[src/rtl/db_ram_rd_stream_pkg.sv]
// Shared definitions for the deblocking SRAM read-stream controller:
// word/address widths, burst length limits and the FSM state encoding.
package db_ram_rd_stream_pkg;

    localparam int DB_WORD_W  = 128;
    localparam int DB_ADDR_W  = 8;
    localparam int DB_LEN_W   = 9;
    localparam int DB_MAX_LEN = 256;

    typedef enum logic [1:0] {
        ST_IDLE  = 2'd0,
        ST_READ  = 2'd1,
        ST_DRAIN = 2'd2,
        ST_DONE  = 2'd3
    } rd_state_e;

    // Requested lengths above one full SRAM pass are limited to a single pass.
    function automatic logic [DB_LEN_W-1:0] clamp_len(input logic [DB_LEN_W-1:0] len);
        return (len > DB_LEN_W'(DB_MAX_LEN)) ? DB_LEN_W'(DB_MAX_LEN) : len;
    endfunction

endpackage

[src/rtl/db_ram_rd_stream_fifo.sv]
// db_rd_fifo: small synchronous register FIFO. The head is always visible on
// head_o; push and pop may occur in the same cycle. The caller guarantees no
// push while full and no pop while empty.
module db_rd_fifo #(
    parameter int WIDTH = 128,
    parameter int DEPTH = 3
) (
    input  logic                         clk,
    input  logic                         rst,
    input  logic                         push_i,
    input  logic                         pop_i,
    input  logic [WIDTH-1:0]             din_i,
    output logic [WIDTH-1:0]             head_o,
    output logic [$clog2(DEPTH+1)-1:0]   count_o,
    output logic                         empty_o
);

    localparam int PTR_W = (DEPTH > 1) ? $clog2(DEPTH) : 1;
    localparam int CNT_W = $clog2(DEPTH + 1);

    logic [WIDTH-1:0] mem_q [DEPTH];
    logic [PTR_W-1:0] wr_ptr_q;
    logic [PTR_W-1:0] rd_ptr_q;
    logic [CNT_W-1:0] count_q;

    // Pointers wrap explicitly because DEPTH need not be a power of two.
    function automatic logic [PTR_W-1:0] next_ptr(input logic [PTR_W-1:0] p);
        return (p == PTR_W'(DEPTH - 1)) ? '0 : p + 1'b1;
    endfunction

    // Storage, pointers and occupancy update.
    // NOTE: the storage is reset too: it is only a few words and it makes the
    // head read back as zero after reset instead of stale data.
    always_ff @(posedge clk or posedge rst) begin
        if (rst) begin
            for (int i = 0; i < DEPTH; i++) mem_q[i] <= '0;
            wr_ptr_q <= '0;
            rd_ptr_q <= '0;
            count_q  <= '0;
        end else begin
            if (push_i) begin
                mem_q[wr_ptr_q] <= din_i;
                wr_ptr_q        <= next_ptr(wr_ptr_q);
            end
            if (pop_i) rd_ptr_q <= next_ptr(rd_ptr_q);
            case ({push_i, pop_i})
                2'b10:   count_q <= count_q + 1'b1;
                2'b01:   count_q <= count_q - 1'b1;
                default: count_q <= count_q;
            endcase
        end
    end

    assign head_o  = mem_q[rd_ptr_q];
    assign count_o = count_q;
    assign empty_o = (count_q == '0);

endmodule

[src/rtl/db_ram_rd_stream.sv]
// db_ram_rd_stream: streams len_i consecutive words out of SRAM port B as a
// valid/ready stream. A FIFO of FIFO_D words absorbs the one-cycle SRAM read
// latency; reads are only issued when the FIFO is guaranteed to have room.
// Optional feature: define DB_RD_STALL_CNT_EN to add the stall_cnt_o counter.
module db_ram_rd_stream
    import db_ram_rd_stream_pkg::*;
#(
    parameter int WORD_W = DB_WORD_W,
    parameter int ADDR_W = DB_ADDR_W,
    parameter int FIFO_D = 3
) (
    input  logic              clk,
    input  logic              rst,
    input  logic              start_i,
    input  logic [ADDR_W-1:0] base_addr_i,
    input  logic [8:0]        len_i,
    output logic              busy_o,
    output logic              done_o,
    output logic              cenb_o,
    output logic              oenb_o,
    output logic              wenb_o,
    output logic [ADDR_W-1:0] addrb_o,
    input  logic [WORD_W-1:0] datab_i,
    output logic [WORD_W-1:0] data_o,
    output logic              valid_o,
    input  logic              ready_i,
    output logic              last_o
`ifdef DB_RD_STALL_CNT_EN
    ,
    output logic [15:0]       stall_cnt_o
`endif
);

    localparam int CNT_W = $clog2(FIFO_D + 1);

    rd_state_e         state_q, state_d;
    logic [8:0]        len_q, len_d;
    logic [8:0]        issued_q, issued_d;
    logic [8:0]        popped_q, popped_d;
    logic [ADDR_W-1:0] base_q, base_d;
    logic              inflight_q;

    logic [CNT_W-1:0]  fifo_cnt;
    logic [CNT_W:0]    occupancy;
    logic              fifo_empty;
    logic              issue;
    logic              pop;

    // Words already committed to the FIFO: stored ones plus the read in flight.
    assign occupancy = {1'b0, fifo_cnt} + {{CNT_W{1'b0}}, inflight_q};
    // Decoded from registered state only, so ready_i never reaches the SRAM.
    assign issue     = (state_q == ST_READ) && (occupancy < (CNT_W + 1)'(FIFO_D));
    assign pop       = valid_o && ready_i;

    db_rd_fifo #(
        .WIDTH (WORD_W),
        .DEPTH (FIFO_D)
    ) u_fifo (
        .clk     (clk),
        .rst     (rst),
        .push_i  (inflight_q),
        .pop_i   (pop),
        .din_i   (datab_i),
        .head_o  (data_o),
        .count_o (fifo_cnt),
        .empty_o (fifo_empty)
    );

    assign valid_o = !fifo_empty;
    assign last_o  = valid_o && (popped_q == len_q - 9'd1);
    assign cenb_o  = !issue;
    assign oenb_o  = cenb_o;
    assign wenb_o  = 1'b1;
    assign addrb_o = base_q + ADDR_W'(issued_q);
    assign busy_o  = (state_q != ST_IDLE);
    assign done_o  = (state_q == ST_DONE);

    // Next-state and counter logic for the burst FSM.
    // NOTE: every variable gets its hold value first so no path can infer a latch.
    always_comb begin
        state_d  = state_q;
        len_d    = len_q;
        issued_d = issued_q;
        popped_d = popped_q;
        base_d   = base_q;

        if (pop) popped_d = popped_q + 9'd1;

        case (state_q)
            ST_IDLE: begin
                if (start_i) begin
                    len_d    = clamp_len(len_i);
                    base_d   = base_addr_i;
                    issued_d = '0;
                    popped_d = '0;
                    state_d  = (clamp_len(len_i) == 9'd0) ? ST_DONE : ST_READ;
                end
            end
            ST_READ: begin
                if (issue) begin
                    issued_d = issued_q + 9'd1;
                    if (issued_q + 9'd1 == len_q) state_d = ST_DRAIN;
                end
            end
            ST_DRAIN: begin
                if (pop && last_o) state_d = ST_DONE;
            end
            ST_DONE: begin
                state_d = ST_IDLE;
            end
            default: state_d = ST_IDLE;
        endcase
    end

    // State and counter registers.
    // NOTE: sequential state uses non-blocking assignments so all registers
    // update together from the values of the previous cycle.
    always_ff @(posedge clk or posedge rst) begin
        if (rst) begin
            state_q    <= ST_IDLE;
            len_q      <= '0;
            issued_q   <= '0;
            popped_q   <= '0;
            base_q     <= '0;
            inflight_q <= 1'b0;
        end else begin
            state_q    <= state_d;
            len_q      <= len_d;
            issued_q   <= issued_d;
            popped_q   <= popped_d;
            base_q     <= base_d;
            inflight_q <= issue;
        end
    end

`ifdef DB_RD_STALL_CNT_EN
    logic [15:0] stall_cnt_q;

    // Saturating count of cycles where the stream is held off by downstream.
    always_ff @(posedge clk or posedge rst) begin
        if (rst) begin
            stall_cnt_q <= '0;
        end else if (start_i && state_q == ST_IDLE) begin
            stall_cnt_q <= '0;
        end else if (valid_o && !ready_i && stall_cnt_q != 16'hFFFF) begin
            stall_cnt_q <= stall_cnt_q + 16'd1;
        end
    end

    assign stall_cnt_o = stall_cnt_q;
`endif

endmodule
[config.mk]
export PLATFORM = sky130hd
export DESIGN_NAME = db_ram_rd_stream
export DESIGN_NICKNAME = d
export VERILOG_FILES = /design/src/rtl/db_ram_rd_stream_pkg.sv /design/src/rtl/db_ram_rd_stream_fifo.sv /design/src/rtl/db_ram_rd_stream.sv
export SDC_FILE = /design/constraint.sdc
export NUM_CORES = 1
export LEC_CHECK = 0
export CAP_MARGIN = 10
export CORE_UTILIZATION = 50
export CTS_BUF_LIST = sky130_fd_sc_hd__clkbuf_4 sky130_fd_sc_hd__clkbuf_8
export CTS_CLUSTER_SIZE = 8
export DETAILED_ROUTE_END_ITERATION = 12
export PLACE_DENSITY = 0.75
export SYNTH_ARGS = -nofsm -noshare
export SYNTH_HDL_FRONTEND = slang
export SYNTH_SLANG_ARGS = --single-unit
export TNS_END_PERCENT = 5
[constraint.sdc]
create_clock -name clk -period 37.9 [get_ports clk]
set_input_delay 3.79 -clock clk [delete_from_list [all_inputs] [get_ports clk]]
set_output_delay 3.79 -clock clk [all_outputs]
set_load 0.02 [all_outputs]
Word-level counts from Yosys, hierarchy flattened
Cells that the tools add are included.
Widths: inputs -> output; s select.
- $add $sub $neg: 9
- order comparisons: 5
- equality and inequality tests: 13
- muxes and demuxes: 22
- bitwise operators: 2
- reduce and logical (&&, ||, !) cells: 16
- operator list (cell ; number):
    $bwmux 384 ; 1
    $mux 128 ; 3
    $bmux 128 s2 ; 1
    $demux 128 s2 ; 1
    $mux 9 ; 6
    $add 9x1->9 const B ; 2
    $eq 9x9->1 ; 2
    $pmux 9 s2 ; 1
    $mux 2 ; 7
    $eq 2x2->1 const B ; 5
    $gt 9x9->1 const B ; 1
    $logic_not 9->1 ; 1
    $sub 9x1->9 const B ; 1
    $add 8x8->8 ; 1
    $pmux 2 s4 ; 1
    $add 2x1->2 const B ; 3
    $ge 3x3->1 const B ; 2
    $ne 2x2->1 const B ; 3
    $not 2->3 ; 2
    $reduce_bool 2->1 ; 3
    $logic_and 1x1->1 ; 5
    $eq 2x1->1 const B ; 2
    $logic_not 2->1 ; 2
    $pmux 2 s2 ; 1
    other kinds (9) ; 10
- flip-flop bits (word level): 428
- bits of input ports: 149
- output and inout bits: 143
- logic and storage cells: 79

Logic depth before layout (Yosys ltp)
- word-level depth: 6
- mapped depth: 10
- depth with buffers taken out: 9

Hierarchy
From an unflattened synthesis, not the netlist that was laid out.
- cell total of the unflattened synthesis: 1563
- area total of the unflattened synthesis: 19735.2 µm²
- modules (own cells, without submodules) (module ; instances ; cells each ; area each (µm²) ; seq. area each (µm²)):
    db_rd_fifo ; 1 ; 1263 ; 17152.7 ; 9759.4
    db_ram_rd_stream ; 1 ; 300 ; 2582.5 ; 950.9

Worst setup path before layout
No wires, ideal clock.
- path kind: reg2out
- start: reg u_fifo.rd_ptr_q[1]
- end: out data_o[100]
- arrival: 1.931 ns
- data required time: 34.110 ns
- setup slack: 32.179 ns
- cell stages (with the launch flop): 6
- path buffers: 3
- cell sequence: dfrtp_1 clkbuf_1 clkbuf_1 buf_1 mux2i_1 o21ai_0
- word-level cells in the longest chain between the ends: 4
- ends and longest elaborated chain (item ; line ; source):
    from (decl) ; db_ram_rd_stream_fifo.sv:23 ; logic [PTR_W-1:0] rd_ptr_q;
    from (signal assigned) ; db_ram_rd_stream_fifo.sv:45 ; if (pop_i) rd_ptr_q <= next_ptr(rd_ptr_q);
    $not 2->3 (implied by the code) ; db_ram_rd_stream_fifo.sv:54 ; assign head_o = mem_q[rd_ptr_q];
    $bmux 128 s2 ; db_ram_rd_stream_fifo.sv:54 ;
    $mux 128 (implied by the code) (2 in a row) ; db_ram_rd_stream_fifo.sv:54 ;
    to (decl) ; db_ram_rd_stream.sv:24 ; output logic [WORD_W-1:0] data_o,
No other way between the ends. The select of a mux whose other input is x is not followed.

Worst setup path after layout
- start: reg u_fifo.rd_ptr_q[1]
- end: out data_o[99]
Same word-level chain as after synthesis.

==> summary.md <==
| Metric | Value |
|---|---|
| Share of layout cells above drive strength 1 | 0.284 |
| Core ar. | 38600 um2 |
| Synth Net Count | 1740 |
| Clock Pin Slew Worst Setup and Hold Paths | roughly 60 ps |
| Total CTS buffers | between 70 and 80 |
| Mapped Area | approximately 20000 um2 |
| Vias | 13.1k |
| Tot Pwr | 2.35 mW |
| Sequential-to-total area share from yosys stat | 0.547 |
| Fill count | 2994 |
| Slowest stage delay, CP | 870 ps |
| DP Wirelength | 27.5 mm |
| Num rows | 72 |
| Yosys top cell area share | 0.547 |
| GPL Wtd Cong | 0.798 |
| Crit path max-delay cell type | dfrtp_4 |
| Placement Setup Slack | 31090 ps |
| Fin util | 0.632 |
| Count leader, synth | dfrtp_1 |
| Iter 0 DRT Violations | 453 |
| Final Max Tran Viols | 0 |
| Setup crit start kind | flip-flop |
| Root buf cell | clkbuf_8 |
| Synth Flop Type | dfrtp_1 |
| Number of antenna violations at the first check in global routing | 4 |
| Pre-antenna DRT Iters | 4 |
| Number of synthesized flops with an enable pin | 0 |
| Cell Chain, Critical Path | buf_4, mux2i_1, o21ai_0, clkdlybuf4s50_1 |
| Crit path arrival time | ~3600 ps |
| Commonest cells in the synthesized netlist | dfrtp_1 (428), mux2_2 (385), nand2_1 (188) |
| Final period util | 0.194 |
| Nets | 2017 |
| Synthesis warning total | 0 |
| PD cells | 96.4 nW/um2 |
| Vias in the first global route | 13.7k |
| Hold_buf cts | 0 |
| Yosys top cell by area | dfrtp_1 |
| I/O pins | approximately 300 |
| RSZ-0062 raised after global routing | false |
| Final ANT Viol Nets | 0 |
| Congestion Overflow GR | 0 |
| Die ar. | 40000 um2 |
| Worst Skew | approximately 20 ps |
| Worst Setup End Kind | output port |
| Final setup violation count | 0 |
| Drc violations | 0 |
| Worst skew pair latency | 620 ps |
| Critical path class | flip-flop to output port |
| H-tree depth | 3 |
| TNS Setup | 0 ps |
| Fmax | 0.136 GHz |
| Post-CTS Setup Inserts | 0 |
| Async SR Flop Fraction | 1.00 |
| Final hold viol count | 0 |
| Syn_area_per_cell | 12.5 um2 |
| Pin count of the biggest net entering global routing | 178 |
| Crit-path max FO | 52 |
| Leakage power | ~10 nW |
| Final Instance Count excl. Fillers | ~2.4k |
| Max-Cap Viols | 0 |
| Global-route wire length before repair | 71.8 mm |
| Drt wl/cell | 18.5 um |
| Worst slew pin tran | 1070 ps |
| Synth cell types | 51 |
| Clock Tree Buf Depth | 3 |
| Synth-to-layout area growth | 24.6% |
| Setup ws final | ~31000 ps |
| Initial Utilization | 0.507 |
| Post-Route WL | between 40 and 50 mm |
| Min Tclk post-route | 7350 ps |
| Worst hold path class | flip-flop to flip-flop |
| Seq cells post-synth | 428 |
| CTS sink cnt | 428 |
| Cts repair resizes | 0 |
| Die width | 200 um |
| Status | complete, no violations |
| Slew margin rel. | 0.289 |
| Overall Global Routing Usage | 0.228 |
| Placed insts | 2292 |
| Die Y | 200 um |
| Worst vdd ir | 0.0584 mV |
| DR vias/cell | 5.39 |
| Cells after Synth | 1572 |
| Most area-consuming cells after synthesis | dfrtp_1 (55%), mux2_2 (22%), mux2i_1 (6.6%) |
| CTS tree | built |
| Required time at the worst-slack endpoint | between 30000 and 40000 ps |
| Port buffer count | between 200 and 300 |
## stage by stage
stage               hold slack (ps)  cell area (um2)
finish                          482            24400
global route                    495            24400
CTS                             485            24400
detailed placement              471            22900
global placement                467            22900
floorplan                       450            19600
## worst max-delay path: cells and delay by family (launching register included)
kind                   cells  cell delay [ps]
AOI/OAI and AO/OA          1              310
muxes                      1              180
DFF                        1              870
buffers and inverters      2             1540
## worst paths after layout
path,end,start,cells after the start,slack [ps]
worst max-delay path,data_o[99],u_fifo.rd_ptr_q[1]$_DFFE_PP0P_,4,30550
worst min-delay path,base_q[6]$_DFFE_PP0P_,base_q[6]$_DFFE_PP0P_,2,480
worst max register to register,u_fifo.mem_q[116]$_DFFE_PP0P_,inflight_q$_DFF_PP0_,4,34960
worst min register to register,base_q[6]$_DFFE_PP0P_,base_q[6]$_DFFE_PP0P_,2,480
max in group asynchronous,u_fifo.mem_q[322]$_DFFE_PP0P_,rst,4,31880
min in group asynchronous,u_fifo.mem_q[295]$_DFFE_PP0P_,rst,2,3740
## metal layers
layer / vias up / track usage / routed length (um)
li1: 6081 / - / -
met1: 6545 / 0.306 / 20300
met2: 354 / 0.354 / 20400
met3: 68 / 0.0622 / 3070
met4: 6 / 0.0854 / 1080
met5: - / 0 / 44
## where the power goes
group          internal (mW)  switching, mW
registers              0.686          0.144
clock network          0.239          0.182
logic                  0.564          0.538
total                   1.49          0.864
## flip-flops by register name, summed over array words and instances (netlist names), 8 cells and up
signal        count
u_fifo.mem_q    384
issued_q          9
len_q             9
popped_q          9
base_q            8
## cell families (layout without fill, tap and decap cells)
group / count (synthesis) / after routing / synth area share
AOI/OAI and AO/OA: 183 / 183 / 0.0514
xor gates and xnor gates: 42 / 42 / 0.0195
adders and majority gates: 19 / 19 / 0.0125
buffers and inverters: 122 / 452 / 0.0243
DFF: 428 / 428 / 0.547
muxes: 515 / 515 / 0.288
other: 1 / 3 / 0.000191
and+or+nand+nor: 262 / 262 / 0.0575
## placed cells by master, fill, tap and decap left out, types with 7 or more instances in the layout
cell,n
dfrtp_1,426
mux2_2,385
clkdlybuf4s50_1,290
nand2_1,188
o21ai_0,142
mux2i_1,130
clkbuf_8,89
clkbuf_4,27
xnor2_1,25
nor2_1,22
inv_1,20
ha_1,18
xor2_1,16
buf_4,12
a21oi_1,10
nand3b_1,8
and3_1,7
## area by class of cell
type / count / area, um2 / area share
Tap cell: 518 / 648 / 0.0266
Clock inverter: 12 / 81.3 / 0.00333
Multi-Input combinational cell: 1022 / 8430 / 0.345
Inverter: 21 / 86.3 / 0.00354
Timing Repair Buffer: 303 / 3010 / 0.123
Sequential cell: 428 / 10700 / 0.439
Antenna cell: 2 / 5.00 / 0.000205
Clock buffer: 116 / 1430 / 0.0585
Note: power is estimated with default switching activity, not from simulation.
